==> src/rtl/mgmt_bus_arb_if.sv <==
// mgmt_bus_arb_if: sys_bus style register-access bundle, N lanes wide.
//
// The same interface describes both sides of the arbiter:
//   - requester side: N = NR lanes, one lane per requester
//   - slave side:     N = 1, the single shared register block port
//
// Signals (per lane unless noted):
//   wen, ren   write / read pulse, one cycle
//   addr       address, valid with the pulse (lane i at [i*AW +: AW])
//   wdata      write data, valid with the pulse (lane i at [i*DW +: DW])
//   rdata      read data, valid with ack (shared by all lanes)
//   ack, err   completion / error pulse
//
// Modports:
//   master     issues accesses (drives wen/ren/addr/wdata)
//   slave      answers accesses (drives rdata/ack/err)

interface mgmt_bus_arb_if #(
    parameter int unsigned N  = 1,
    parameter int unsigned AW = 32,
    parameter int unsigned DW = 32
);
    logic [N-1:0]    wen;
    logic [N-1:0]    ren;
    logic [N*AW-1:0] addr;
    logic [N*DW-1:0] wdata;
    logic [DW-1:0]   rdata;
    logic [N-1:0]    ack;
    logic [N-1:0]    err;

    modport master (
        output wen, ren, addr, wdata,
        input  rdata, ack, err
    );

    modport slave (
        input  wen, ren, addr, wdata,
        output rdata, ack, err
    );
endinterface

==> src/rtl/mgmt_bus_arb.sv <==
// mgmt_bus_arb: shares one sys_bus slave port (management/config register block)
// between NR requesters, e.g. the PS AXI bridge and a boot/config sequencer.
//
// Each requester's single-cycle wen/ren pulse is latched into a pending slot;
// pending slots are granted round-robin and forwarded one at a time. The slave's
// ack/err/rdata are routed back to the owner of the in-flight transaction.
// A pulse with both wen and ren set is never forwarded and is answered with err.
//
// Ports:
//   clk    clock
//   rst    synchronous reset, active high
//   req    requester side (slave modport, NR lanes)
//   s      shared slave port (master modport, one lane)
//
// Build option:
//   MGMT_ARB_TIMEOUT_EN  when defined, a slave silent for TMO cycles in WAIT is
//                        answered with err to the owner; a late ack is dropped.

module mgmt_bus_arb #(
    parameter int unsigned NR  = 2,
    parameter int unsigned AW  = 32,
    parameter int unsigned DW  = 32,
    parameter int unsigned TMO = 255
) (
    input logic           clk,
    input logic           rst,
    mgmt_bus_arb_if.slave  req,
    mgmt_bus_arb_if.master s
);
    localparam int unsigned IW = (NR > 1) ? $clog2(NR) : 1;

    typedef enum logic [1:0] {StIdle, StIssue, StWait} state_e;

    state_e          state_q, state_d;
    logic [IW-1:0]   grant_q, grant_d;
    logic [IW-1:0]   rr_q, rr_d;
    logic [NR-1:0]   ack_q, ack_d;
    logic [NR-1:0]   err_q, err_d;
    logic [DW-1:0]   rdata_q, rdata_d;
    logic [AW-1:0]   saddr_q, saddr_d;
    logic [DW-1:0]   swdata_q, swdata_d;

    // Per-requester latched request
    logic [NR-1:0]   pend_q;
    logic [NR-1:0]   wr_q;
    logic [NR-1:0]   ill_q;
    logic [AW-1:0]   addr_q  [NR];
    logic [DW-1:0]   wdata_q [NR];
    logic [NR-1:0]   clr;

    logic            found;
    logic [IW-1:0]   pick;
    logic [IW-1:0]   cand;
    logic            expire;

`ifdef MGMT_ARB_TIMEOUT_EN
    localparam int unsigned TW = (TMO > 1) ? $clog2(TMO + 1) : 1;
    logic [TW-1:0] tmo_q, tmo_d;

    always_comb begin
        tmo_d  = '0;
        expire = 1'b0;
        if (state_q == StWait) begin
            tmo_d  = tmo_q + 1'b1;
            expire = (tmo_q == TW'(TMO - 1));
        end
    end

    always_ff @(posedge clk) begin
        if (rst) begin
            tmo_q <= '0;
        end else begin
            tmo_q <= tmo_d;
        end
    end
`else
    logic unused_tmo;
    assign unused_tmo = ^TMO;
    assign expire     = 1'b0;
`endif

    // First pending requester after the rr pointer, wrapping.
    always_comb begin
        found = 1'b0;
        pick  = '0;
        cand  = '0;
        for (int k = 1; k <= int'(NR); k++) begin
            cand = IW'((int'(rr_q) + k) % int'(NR));
            if (!found && pend_q[cand]) begin
                found = 1'b1;
                pick  = cand;
            end
        end
    end

    always_comb begin
        state_d  = state_q;
        grant_d  = grant_q;
        rr_d     = rr_q;
        ack_d    = '0;
        err_d    = '0;
        rdata_d  = rdata_q;
        saddr_d  = saddr_q;
        swdata_d = swdata_q;
        clr      = '0;

        unique case (state_q)
            StIdle: begin
                if (found) begin
                    grant_d = pick;
                    rr_d    = pick;
                    state_d = StIssue;
                    // Illegal requests are never issued, so the bus keeps its old values.
                    if (!ill_q[pick]) begin
                        saddr_d  = addr_q[pick];
                        swdata_d = wdata_q[pick];
                    end
                end
            end
            StIssue: begin
                if (ill_q[grant_q]) begin
                    err_d[grant_q] = 1'b1;
                    clr[grant_q]   = 1'b1;
                    state_d        = StIdle;
                end else begin
                    state_d = StWait;
                end
            end
            StWait: begin
                // A slave response in the expiry cycle takes priority over the timeout.
                if (s.ack[0] || s.err[0]) begin
                    ack_d[grant_q] = s.ack[0];
                    err_d[grant_q] = s.err[0];
                    rdata_d        = s.rdata;
                    clr[grant_q]   = 1'b1;
                    state_d        = StIdle;
                end else if (expire) begin
                    err_d[grant_q] = 1'b1;
                    clr[grant_q]   = 1'b1;
                    state_d        = StIdle;
                end
            end
            default: state_d = StIdle;
        endcase
    end

    always_ff @(posedge clk) begin
        if (rst) begin
            state_q  <= StIdle;
            grant_q  <= '0;
            rr_q     <= IW'(NR - 1);
            ack_q    <= '0;
            err_q    <= '0;
            rdata_q  <= '0;
            saddr_q  <= '0;
            swdata_q <= '0;
            pend_q   <= '0;
            wr_q     <= '0;
            ill_q    <= '0;
            for (int i = 0; i < int'(NR); i++) begin
                addr_q[i]  <= '0;
                wdata_q[i] <= '0;
            end
        end else begin
            state_q  <= state_d;
            grant_q  <= grant_d;
            rr_q     <= rr_d;
            ack_q    <= ack_d;
            err_q    <= err_d;
            rdata_q  <= rdata_d;
            saddr_q  <= saddr_d;
            swdata_q <= swdata_d;
            // clr only hits a pending slot, so it never collides with a capture.
            for (int i = 0; i < int'(NR); i++) begin
                if (clr[i]) begin
                    pend_q[i] <= 1'b0;
                end else if (!pend_q[i] && (req.wen[i] || req.ren[i])) begin
                    pend_q[i]  <= 1'b1;
                    wr_q[i]    <= req.wen[i];
                    ill_q[i]   <= req.wen[i] && req.ren[i];
                    addr_q[i]  <= req.addr[i*AW +: AW];
                    wdata_q[i] <= req.wdata[i*DW +: DW];
                end
            end
        end
    end

    assign s.wen[0]  = (state_q == StIssue) && !ill_q[grant_q] && wr_q[grant_q];
    assign s.ren[0]  = (state_q == StIssue) && !ill_q[grant_q] && !wr_q[grant_q];
    assign s.addr    = saddr_q;
    assign s.wdata   = swdata_q;
    assign req.ack   = ack_q;
    assign req.err   = err_q;
    assign req.rdata = rdata_q;
endmodule

==> src/flat_wrapper.sv <==
// flat-port wrapper written by rule: the top's interface ports become plain ports
module mgmt_bus_arb_flat 
#(
    parameter int unsigned NR  = 2,
    parameter int unsigned AW  = 32,
    parameter int unsigned DW  = 32,
    parameter int unsigned TMO = 255
)
  (clk, rst, req_wen, req_ren, req_addr, req_wdata, req_rdata, req_ack, req_err, s_wen, s_ren, s_addr, s_wdata, s_rdata, s_ack, s_err);
  mgmt_bus_arb_if #(.N(NR), .AW(AW), .DW(DW)) req_i ();
  mgmt_bus_arb_if #(.N(1), .AW(AW), .DW(DW)) s_i ();
  input logic clk;
  input logic rst;
  input wire logic [$bits(req_i.wen)-1:0] req_wen;
  input wire logic [$bits(req_i.ren)-1:0] req_ren;
  input wire logic [$bits(req_i.addr)-1:0] req_addr;
  input wire logic [$bits(req_i.wdata)-1:0] req_wdata;
  output wire logic [$bits(req_i.rdata)-1:0] req_rdata;
  output wire logic [$bits(req_i.ack)-1:0] req_ack;
  output wire logic [$bits(req_i.err)-1:0] req_err;
  output wire logic [$bits(s_i.wen)-1:0] s_wen;
  output wire logic [$bits(s_i.ren)-1:0] s_ren;
  output wire logic [$bits(s_i.addr)-1:0] s_addr;
  output wire logic [$bits(s_i.wdata)-1:0] s_wdata;
  input wire logic [$bits(s_i.rdata)-1:0] s_rdata;
  input wire logic [$bits(s_i.ack)-1:0] s_ack;
  input wire logic [$bits(s_i.err)-1:0] s_err;
  assign req_i.wen = req_wen;
  assign req_i.ren = req_ren;
  assign req_i.addr = req_addr;
  assign req_i.wdata = req_wdata;
  assign req_rdata = req_i.rdata;
  assign req_ack = req_i.ack;
  assign req_err = req_i.err;
  assign s_wen = s_i.wen;
  assign s_ren = s_i.ren;
  assign s_addr = s_i.addr;
  assign s_wdata = s_i.wdata;
  assign s_i.rdata = s_rdata;
  assign s_i.ack = s_ack;
  assign s_i.err = s_err;
  mgmt_bus_arb #(.NR(NR), .AW(AW), .DW(DW), .TMO(TMO)) u_core (.clk(clk), .rst(rst), .req(req_i), .s(s_i));
endmodule
==> config.mk <==
export PLATFORM = sky130hd
export DESIGN_NAME = mgmt_bus_arb_flat
export DESIGN_NICKNAME = d
export VERILOG_FILES = /design/src/rtl/mgmt_bus_arb_if.sv /design/src/rtl/mgmt_bus_arb.sv /design/src/flat_wrapper.sv
export SDC_FILE = /design/constraint.sdc
export NUM_CORES = 1
export LEC_CHECK = 0
export ABC_AREA = 1
export CAP_MARGIN = 25
export CORE_UTILIZATION = 44
export CTS_CLUSTER_SIZE = 40
export DETAILED_ROUTE_END_ITERATION = 16
export GPL_ROUTABILITY_DRIVEN = 0
export GPL_TIMING_DRIVEN = 0
export HOLD_SLACK_MARGIN = 0.08
export MAX_ROUTING_LAYER = met4
export PLACE_DENSITY = 0.72
export SLEW_MARGIN = 20
export SYNTH_ARGS = -nofsm -noshare
export SYNTH_HDL_FRONTEND = slang
export SYNTH_SLANG_ARGS = --single-unit
==> constraint.sdc <==
create_clock -name clk -period 2.9 [get_ports clk]
set_input_delay 0.58 -clock clk [delete_from_list [all_inputs] [get_ports clk]]
set_output_delay 0.58 -clock clk [all_outputs]
set_load 0.02 [all_outputs]
==> impl_metrics.csv <==
group,metric,value,unit
cts,numClockSinks,238,
power_and_ir_drop,power.leakage,6.252,nW
synth,syn_avg_cell_area,9.100,sq um
floorplanning,row_count,55,
layout,syn_to_final_growth,37.97,%
drt,wire_per_inst,15.72,um
layout,instances_no_fill,1775,
cts,ctsHtreeMaxLevel,1,
sta,fin_crit,2631,ps
place,placed_cells,1726,
cts,clk-insertion-delay-late,520,ps
worst_setup_path,path_class,"in2reg",
synth,synth_ff_type,"edfxtp_1",
sta,fin_hold_ws,478.2,ps
sta,worst_pin_slew,619.1,ps
sta,fin_worst_skew,19.80,ps
cts,numCtsBuffers,26,
drt,drtIter0Drc,391,
place,place_worst_setup_slack,-248.8,ps
power_and_ir_drop,power_density,756.1,nW/um^2
synth,ys_warn_count,0,
sta,rsz0062_at_grt,"no",
global_route,grt_pass1_wl,42.85,mm
power_and_ir_drop,sw_frac_of_total,31.67,%
cts,holdBufCountCts,0,
synth,synth_cell_types,24,
sta,worst_slack,269.5,ps
global_route,grt.overflow.total,0,
worst_setup_path,ff2ff_setup_slack,460,ps
worst_setup_path,crit_path_end_kind,"register",
synth,syn_inst,1142,
cts,cts_tree,"built",
floorplanning,die_h,155.7,um
synth,async_flop_share,0,%
sta,drv_slew,0,
cts,path_clk_slew,50,ps
worst_setup_path,cp.arrival,2870,ps
sta,slew_headroom,58.72,%
synth,yosysTopAreaCellShare,36.99,%
drt,drcViolationCount,0,
worst_setup_path,crit_fanout,34,
worst_setup_path,reg2reg_to,"u_core.wdata_q[0][26]",
synth,ys_seq_area_share,58.17,%
power_and_ir_drop,power_frac_seq,41.4,%
worst_setup_path,reg2reg_depth,10,
worst_setup_path,required,3140,ps
cts,cts-root-buf,"clkbuf_16",
synth,synth_edf_count,128,
power_and_ir_drop,p_int,0.007408,W
global_route,grt_pass1_vias,8228,
floorplanning,start_util,45.35,%
worst_hold_path,hold_class,"reg2reg",
synth,yosys.area.top_type,"edfxtp_1",
cts,clock_path_buffers,3,
global_route,grt_usage,23.51,%
worst_hold_path,hp-start,"u_core.req.rdata[7]",
synth,syn-num-nets,1313,
layout,regArea,6046,sq um
sta,hold_viol_final,0,
sta,setup_viol,0,
drt,totalWireLength,27.90,mm
layout,fin_area,14340,sq um
power_and_ir_drop,p_clk_share,28.3,%
power_and_ir_drop,vdd_ir_drop_max,0.0003798,V
floorplanning,fp.dieW,155.7,um
synth,syn_area,10390,sq um
outcome,status,"finished, final reports clean",
drt,final_antenna_net_count,0,
drt,dr.pass1.iters,6,
global_route,antenna_found_initial,1,
worst_setup_path,timing.rr.start,"u_core.state_q[0]",
power_and_ir_drop,combinationalPowerShare,30.3,%
sta,finalCritPeriodShare,90.71,%
place,post-dp-hpwl,19.42,mm
synth,synth.area.top_cells,"edfxtp_1 37%, dfxtp_1 21%, nand2_1 8.0%",
sta,max_freq,0.3802,GHz
place,placed_cell_area,13540,sq um
run,cap_violations,0,
worst_setup_path,startpoint_type,"primary input",
power_and_ir_drop,switching_power,0.003433,W
layout,drive_gt1_share,13.21,%
layout,multi_input_area,3277,sq um
global_route,grt_max_degree,44,
worst_hold_path,worstHoldPathCells,2,
layout,n_fill_cell,1991,
synth,synth-seq-cells,238,
layout,nNetsFinal,1612,
drt,vias,8382,
worst_hold_path,hold_end,"u_core.req.rdata[7]",
floorplanning,design.core.area,22920,sq um
drt,avgViaCountPerCell,4.722,
floorplanning,die_area,24240,sq um
place,port_buffers,269,
floorplanning,io_pins,270,
-- critical path: stages --
cell             delay (ps)
clkdlybuf4s50_1         530
inv_1                   170
buf_2                   360
buf_2                   280
buf_2                   290
nand2_4                 330
buf_12                  310
-- flip-flops by register name, indices dropped and copies added, names as in the netlist --
signal	cells
u_core.req.ack	2
u_core.s.addr	32
u_core.wdata_q	64
u_core.rr_q	1
u_core.req.err	2
u_core.state_q	2
u_core.grant_q	1
u_core.s.wdata	32
u_core.ill_q	2
u_core.addr_q	64
u_core.wr_q	2
u_core.pend_q	2
u_core.req.rdata	32
-- worst max-delay path by stage --
stage	from	end	slack [ps]	cells after the start
4_1_cts	u_core.grant_q	s_ren	50	6
3_3_place_gp	rst	u_core.addr_q[1][7]	-960	6
5_1_grt	rst	u_core.addr_q[1][27]	110	7
2_1_floorplan	s_ack	u_core.addr_q[0][0]	390	9
6_report	rst	u_core.addr_q[1][27]	270	7
3_5_place_dp	rst	u_core.addr_q[1][7]	-250	7
-- Yosys cell counts, drive strengths merged, types with 3 or more instances --
master,number
a21oi,132
nor3,3
nand3,11
nor2,204
dfxtp,110
buf,55
edfxtp,128
nand2,223
clkbuf,18
inv,150
ha,3
o21ai,101
-- power by group through the flow --
stage	Sequential, W	Clock (W)	Combinational [W]
global route	0.00455	0.00324	0.00358
global placement	0.00454	0	0.00322
detailed placement	0.00455	0	0.00330
floorplan	0.00494	0	0.00144
finish	0.00449	0.00307	0.00329
CTS	0.00449	0.00312	0.00331
-- metal layers --
metal / up-vias / share of wire (%) / GRT usage (%)
met5: - / 0 / -
met4: 0 / 1.7 / 5.509
met3: 31 / 5.9 / 3.639
met2: 249 / 49 / 39.85
met1: 3870 / 44 / 29.57
li1: 4232 / - / -
-- kinds of logic after synthesis --
family                   after synthesis  synth area share [%]
adder cells (fa/ha/maj)                3                0.3612
flip-flops                           238                 58.17
AO/OA/AOI/OAI                        235                 14.59
buffers and inverters                223                 10.44
AND/OR/NAND/NOR                      443                 16.43
-- cell type report --
| type | instances | area share [%] |
|---|---|---|
| flip-flops and latches | 238 | 42.16 |
| multi-input cells | 681 | 22.85 |
| clock buffers | 40 | 5.262 |
| plain buffers | 73 | 3.639 |
| repair buffers | 271 | 19.14 |
| well taps | 313 | 2.731 |
| clock inverters | 8 | 0.2618 |
| diodes | 1 | 0.01745 |
| inverters | 150 | 3.927 |
-- cells in the final DEF, fill, tap and decap left out, types with 2 or more instances in the layout --
| master | instances |
|---|---|
| clkbuf_16 | 27 |
| nor2_1 | 203 |
| clkdlybuf4s50_1 | 267 |
| clkbuf_8 | 3 |
| inv_1 | 147 |
| a21oi_2 | 89 |
| clkbuf_1 | 28 |
| nand3_1 | 8 |
| clkinv_1 | 3 |
| buf_4 | 4 |
| dlymetal6s2s_1 | 2 |
| nand2_4 | 2 |
| nand2_1 | 219 |
| ha_1 | 3 |
| a21oi_1 | 43 |
| inv_2 | 3 |
| nand2_2 | 2 |
| nand3_2 | 3 |
| dfxtp_1 | 110 |
| clkinv_2 | 4 |
| nor3_1 | 3 |
| edfxtp_1 | 128 |
| buf_6 | 27 |
| o21ai_1 | 48 |
| o21ai_0 | 53 |
| buf_2 | 24 |
-- per-stage QoR --
stage	util (%)	total power [W]	TNS [ps]
2_1_floorplan	-	0.006381	0
3_3_place_gp	58.83	0.007769	-119550
3_5_place_dp	59.08	0.007844	-15910
4_1_cts	62.54	0.01092	0
5_1_grt	62.57	0.01137	0
6_report	62.57	0.01084	0
-- timing repair --
action	4_1_cts	5_1_grt
setup buffers	0	0
endpoints found under the setup margin	0	2
gates resized for setup	0	2
Note: power is estimated with default switching activity, not from simulation.
